File: config.mk
export PLATFORM = sky130hd
export DESIGN_NAME = generation_sequencer
export DESIGN_NICKNAME = d
export VERILOG_FILES = /design/src/rtl/generation_sequencer.sv
export SDC_FILE = /design/constraint.sdc
export NUM_CORES = 1
export LEC_CHECK = 0
export ABC_AREA = 1
export BUFFER_PORTS_ARGS = -buffer_cell sky130_fd_sc_hd__buf_2
export CAP_MARGIN = 20
export CORE_AREA = 2 2 69 71
export DETAILED_ROUTE_END_ITERATION = 16
export DIE_AREA = 0 0 71 73
export GPL_TIMING_DRIVEN = 0
export MAX_ROUTING_LAYER = met4
export PLACE_DENSITY_LB_ADDON = 0.3
export REMOVE_ABC_BUFFERS = 1
export SLEW_MARGIN = 10
export SYNTH_ARGS = -nofsm -noshare
export SYNTH_HDL_FRONTEND = slang
export SYNTH_SLANG_ARGS = --single-unit
File: constraint.sdc
create_clock -name clk -period 4.9 [get_ports clk]
set_input_delay 0.98 -clock clk [delete_from_list [all_inputs] [get_ports clk]]
set_output_delay 0.98 -clock clk [all_outputs]
set_load 0.05 [all_outputs]
File: src/rtl/generation_sequencer.sv
// Game of Life run-control sequencer: holds the grid in setup, then paces generation
// steps, counts them and stops on extinction, still life or a stalled step handshake.
module generation_sequencer #(
   parameter int TICK_DIV = 4,
   parameter int GEN_W    = 16,
   parameter int WDOG     = 16
) (
   input  logic             clk,
   input  logic             reset,
   input  logic             startGameSwitch,
   input  logic             pauseSwitch,
   input  logic [1:0]       speed,
   input  logic             stepDone,
   input  logic             anyAlive,
   input  logic             gridChanged,
   output logic             setupEn,
   output logic             step,
   output logic [GEN_W-1:0] genCount,
   output logic             gameOver,
   output logic             stepError
);

   localparam int CW = $clog2(TICK_DIV * 8);
   localparam int WW = $clog2(WDOG + 1);

   typedef enum logic [2:0] {
      S_SETUP,
      S_WAIT,
      S_STEP,
      S_SETTLE,
      S_DONE
   } state_t;

   state_t            state_q, state_d;
   logic [CW-1:0]     tick_q, tick_d;
   logic [WW-1:0]     wdog_q, wdog_d;
   logic [GEN_W-1:0]  gen_q, gen_d;
   logic              err_q, err_d;
   logic              setup_en_q, step_q, game_over_q;

   logic [CW:0]       period_full;
   logic [CW-1:0]     period_m1;

   // Counter only ever compares for equality, so a shorter period chosen while the
   // count is already past it lets the count roll over rather than stepping early.
   assign period_full = (CW+1)'(TICK_DIV) << (2'd3 - speed);
   assign period_m1   = CW'(period_full - (CW+1)'(1));

   always_comb begin
      state_d = state_q;
      tick_d  = tick_q;
      wdog_d  = wdog_q;
      gen_d   = gen_q;
      err_d   = err_q;
      case (state_q)
         S_SETUP: begin
            if (startGameSwitch) state_d = S_WAIT;
         end
         S_WAIT: begin
            if (!startGameSwitch) begin
               state_d = S_SETUP;
            end else if (!pauseSwitch) begin
               if (tick_q == period_m1) begin
                  tick_d  = '0;
                  state_d = S_STEP;
               end else begin
                  tick_d = tick_q + CW'(1);
               end
            end
         end
         S_STEP: begin
            wdog_d  = '0;
            state_d = S_SETTLE;
         end
         S_SETTLE: begin
            // A handshake landing on the final watchdog cycle still counts as success.
            if (stepDone) begin
               if (gen_q != '1) gen_d = gen_q + GEN_W'(1);
               if (!anyAlive || !gridChanged) begin
                  state_d = S_DONE;
               end else begin
                  tick_d  = '0;
                  state_d = S_WAIT;
               end
            end else if (wdog_q == WW'(WDOG - 1)) begin
               err_d   = 1'b1;
               state_d = S_DONE;
            end else begin
               wdog_d = wdog_q + WW'(1);
            end
         end
         S_DONE: begin
            if (!startGameSwitch) state_d = S_SETUP;
         end
         default: state_d = S_SETUP;
      endcase
      if (state_d == S_SETUP) begin
         tick_d = '0;
         wdog_d = '0;
         gen_d  = '0;
         err_d  = 1'b0;
      end
   end

   always_ff @(posedge clk or posedge reset) begin
      if (reset) begin
         state_q     <= S_SETUP;
         tick_q      <= '0;
         wdog_q      <= '0;
         gen_q       <= '0;
         err_q       <= 1'b0;
         setup_en_q  <= 1'b1;
         step_q      <= 1'b0;
         game_over_q <= 1'b0;
      end else begin
         state_q     <= state_d;
         tick_q      <= tick_d;
         wdog_q      <= wdog_d;
         gen_q       <= gen_d;
         err_q       <= err_d;
         setup_en_q  <= (state_d == S_SETUP);
         step_q      <= (state_d == S_STEP);
         game_over_q <= (state_d == S_DONE);
      end
   end

   assign setupEn   = setup_en_q;
   assign step      = step_q;
   assign gameOver  = game_over_q;
   assign genCount  = gen_q;
   assign stepError = err_q;

endmodule

==> reports/qor.log <==
qor: route.routed_wire_length_per_instance 11.72 microns
qor: synthesis.synth_top_area_share 39.19%
qor: timing.slew_headroom 53.40%
qor: place.detailed_place_hpwl 3.004 mm
qor: job.drv.max_cap_violation_count 0
qor: timing.worst_slew_pin_slew 698.0 ps
qor: min_path.min-delay-path-class reg -> reg
qor: clocking.postCtsSetupBuffers 0
qor: synthesis.synthTopCellsByCount sky130_fd_sc_hd__nand2_1 (69), sky130_fd_sc_hd__nand3_1 (41), sky130_fd_sc_hd__inv_1 (34), sky130_fd_sc_hd__dfrtp_1 (32), sky130_fd_sc_hd__nor2_1 (27)
qor: clocking.htree_num_levels 2
qor: synthesis.most_used_dff_post_synth sky130_fd_sc_hd__dfrtp_1
qor: place.gp_congestion 0.8237
qor: route.route.detailed.vias_per_inst 4.950
qor: finish.finish.net_count 319
qor: route.detailedRoute.firstPassIterationCount 4
qor: timing.fmax 457.5 MHz
qor: floorplan.initial_cell_density_of_the_core 45.05%
qor: route.drt_iter0_drc 106
qor: global_routing.grt-ovfl-total 0
qor: setup_path.worstSetupEndpointType flop
qor: synthesis.syn-mean-instance-area 7.403 sq um
qor: route.detailed_route_drc_error_count 0
qor: global_routing.globalRouteTotalUtil 18.53%
qor: power_and_ir_drop.p_leak 1.174 nW
qor: floorplan.die_w 71 microns
qor: floorplan.floorplan.core_area 0.004536 sq mm
qor: route.drt.antenna.violating_nets 0
qor: route.detail_route.wirelength 4.231 mm
qor: timing.report.final.setup_viol 0
qor: synthesis.synth.lib_cells_used.distinct 31
qor: finish.antennaDiodeCount 0
qor: synthesis.mappedNetlistArea 0.002043 sq mm
qor: clocking.tritoncts yes
qor: timing.fin_skew 10.08 ps
qor: clocking.cts_inserted_buffers 5
qor: timing.timing.setup.tns 0 ps
qor: clocking.worst_setup_hold_path_clk_slew 60 ps
qor: global_routing.grt_start_max_net_pins 34
qor: setup_path.cp_max_fo 19
qor: synthesis.synth.yosys.warnings 0
qor: place.number_of_buffers_inserted_by_port_buffering 28
qor: power_and_ir_drop.pwr_density_cell 235.0 mW/mm^2
qor: floorplan.top_level_ports 29
qor: place.detailedPlace.worstSlack 2478 ps
qor: floorplan.fp.dieArea 0.005183 sq mm
qor: synthesis.yosys_register_bits 33
qor: synthesis.synth_enable_flop_cells 0
qor: synthesis.syn-instance-count 276
qor: synthesis.cell_type_with_the_largest_total_area_after_synthesis sky130_fd_sc_hd__dfrtp_1
qor: finish.layout-drive-gt1-share 19.54%
qor: global_routing.grt_antenna_before_repair 0
qor: synthesis.synth.area.top_cells sky130_fd_sc_hd__dfrtp_1 (39%), sky130_fd_sc_hd__nand2_1 (13%), sky130_fd_sc_hd__nand3_1 (10%)
qor: synthesis.synth_most_common_cell sky130_fd_sc_hd__nand2_1
qor: clocking.clock_sink_count 33
qor: global_routing.grt_first_pass_wirelength 7.410 mm
qor: timing.final-max-slew-violation-count 0
qor: power_and_ir_drop.ir_drop 0.1790 mV
qor: timing.grt_setup_unrepaired no
qor: setup_path.timing_worst_setup_path_type reg -> reg
qor: floorplan.fp.dieH 73 microns
qor: clocking.postCtsResizedCells 0
qor: clocking.buffer_type_at_the_clock_tree_root sky130_fd_sc_hd__clkbuf_8
qor: setup_path.crit_path_start_kind flop
qor: synthesis.sequential_element_share_of_the_synthesized_area 40.48%
qor: global_routing.grt_pass1_vias 1685
qor: timing.finalHoldViolations 0
qor: route.num_vias 1787
qor: finish.layout-area-overhead-vs-synth 12.00%
qor: timing.min_period_over_period 44.61%
qor: setup_path.required 5060 ps
qor: status.outcome complete, no violations
qor: timing.setup_slack 2714 ps
qor: clocking.hold_buf_cts 0
qor: timing.period_minus_slack 2186 ps
qor: setup_path.crit_arrival 2350 ps
qor: clocking.clock_insertion_delay_worst_skew 280 ps
qor: floorplan.floorplan.rows 25
qor: clocking.cts_max_path_buffers 2
qor: synthesis.share_of_synthesized_registers_carrying_an_async_set_or_reset 100.0%
==> final cells by class <==
class                   count  area, sq um
flip-flops and latches     33        827.0
clock buffers               8        90.09
fillers                   453         2247
multi-input cells         199         1015
inverters                  39        148.9
well taps                  54        67.56
repair buffers             28        140.1
==> metal layers <==
layer	routed length (microns)	share of wire, %	GRT usage (%)
met1	2121	50	24.13
met2	1904	45	29.08
met3	140	3.3	4.144
met4	65	1.5	5.660
met5	0	0	-
==> kinds of logic after synthesis <==
logic type / synth area share, %
buf+inv: 9.859
flops: 40.48
simple gates: 38.82
fa+ha+maj: 2.450
xor+xnor: 3.858
compound gates: 4.531
==> path summary, 6_finish.rpt <==
kind / slack [ps] / from / to / cells past startpoint
max: 2710 / genCount[1]$_DFFE_PP0P_ / genCount[2]$_DFFE_PP0P_ / 12
min: 530 / stepError$_DFFE_PP0P_ / stepError$_DFFE_PP0P_ / 2
max reg2reg: 2710 / genCount[1]$_DFFE_PP0P_ / genCount[2]$_DFFE_PP0P_ / 12
min reg2reg: 530 / stepError$_DFFE_PP0P_ / stepError$_DFFE_PP0P_ / 2
max in group asynchronous: 3640 / reset / genCount[2]$_DFFE_PP0P_ / 2
min in group asynchronous: 800 / reset / genCount[15]$_DFFE_PP0P_ / 2
==> power by group <==
part / leakage [nW] / internal, mW / switching, mW
registers: 0.456 / 0.277 / 0.00220
clock network: 0.0455 / 0.114 / 0.0927
logic: 0.673 / 0.0109 / 0.0410
==> critical path, stage by stage, from the launching register on <==
cell                      delay [ps]
sky130_fd_sc_hd__dfrtp_1         410
sky130_fd_sc_hd__ha_1            290
sky130_fd_sc_hd__nand2_1          90
sky130_fd_sc_hd__inv_2            80
sky130_fd_sc_hd__nand2_1          60
sky130_fd_sc_hd__nor2_1          110
sky130_fd_sc_hd__nand4_1          90
sky130_fd_sc_hd__nand2_1         380
sky130_fd_sc_hd__inv_2           260
sky130_fd_sc_hd__nand2_1         110
sky130_fd_sc_hd__nand2_1          50
sky130_fd_sc_hd__nand2_1         100
sky130_fd_sc_hd__nor2_4           40
==> layout by cell type, fill, tap and decap left out <==
cell,instances
sky130_fd_sc_hd__a21oi_1,4
sky130_fd_sc_hd__nand3_1,41
sky130_fd_sc_hd__dfrtp_1,32
sky130_fd_sc_hd__nand2_2,1
sky130_fd_sc_hd__nand2_1,69
sky130_fd_sc_hd__nand4_2,1
sky130_fd_sc_hd__dfstp_2,1
sky130_fd_sc_hd__clkbuf_8,6
sky130_fd_sc_hd__o21ai_2,1
sky130_fd_sc_hd__nor3_1,11
sky130_fd_sc_hd__nand3_2,1
sky130_fd_sc_hd__inv_2,5
sky130_fd_sc_hd__nand2_4,2
sky130_fd_sc_hd__clkbuf_1,2
sky130_fd_sc_hd__inv_1,33
sky130_fd_sc_hd__xnor2_1,4
sky130_fd_sc_hd__inv_4,1
sky130_fd_sc_hd__buf_2,28
sky130_fd_sc_hd__o22ai_1,1
sky130_fd_sc_hd__o21ai_1,1
sky130_fd_sc_hd__or2_2,1
sky130_fd_sc_hd__nor4_1,1
sky130_fd_sc_hd__nor2_4,3
sky130_fd_sc_hd__a31oi_1,2
sky130_fd_sc_hd__nor2_2,9
sky130_fd_sc_hd__o21bai_1,2
sky130_fd_sc_hd__ha_1,4
sky130_fd_sc_hd__xor2_1,5
sky130_fd_sc_hd__nor2_1,27
sky130_fd_sc_hd__nand4_1,3
sky130_fd_sc_hd__o21ai_0,5
==> through the flow <==
step	area (sq um)	utilization, %	instances	total power [mW]	hold slack, ps
global placement	2198	48.47	353	0.3355	499.6
floorplan	1991	-	271	0.3220	495.4
finish	2288	50.46	361	0.5379	525.6
CTS	2288	50.46	361	0.5473	533.0
global route	2288	50.46	361	0.5679	543.7
detailed placement	2198	48.47	353	0.3361	516.5
==> registers in the layout (all words and copies together) (netlist names) <==
register,cells
gameOver,1
stepError,1
setupEn,1
tick_q,5
step,1
wdog_q,5
genCount,16
state_q,3
(Power assumes the default switching activity.)
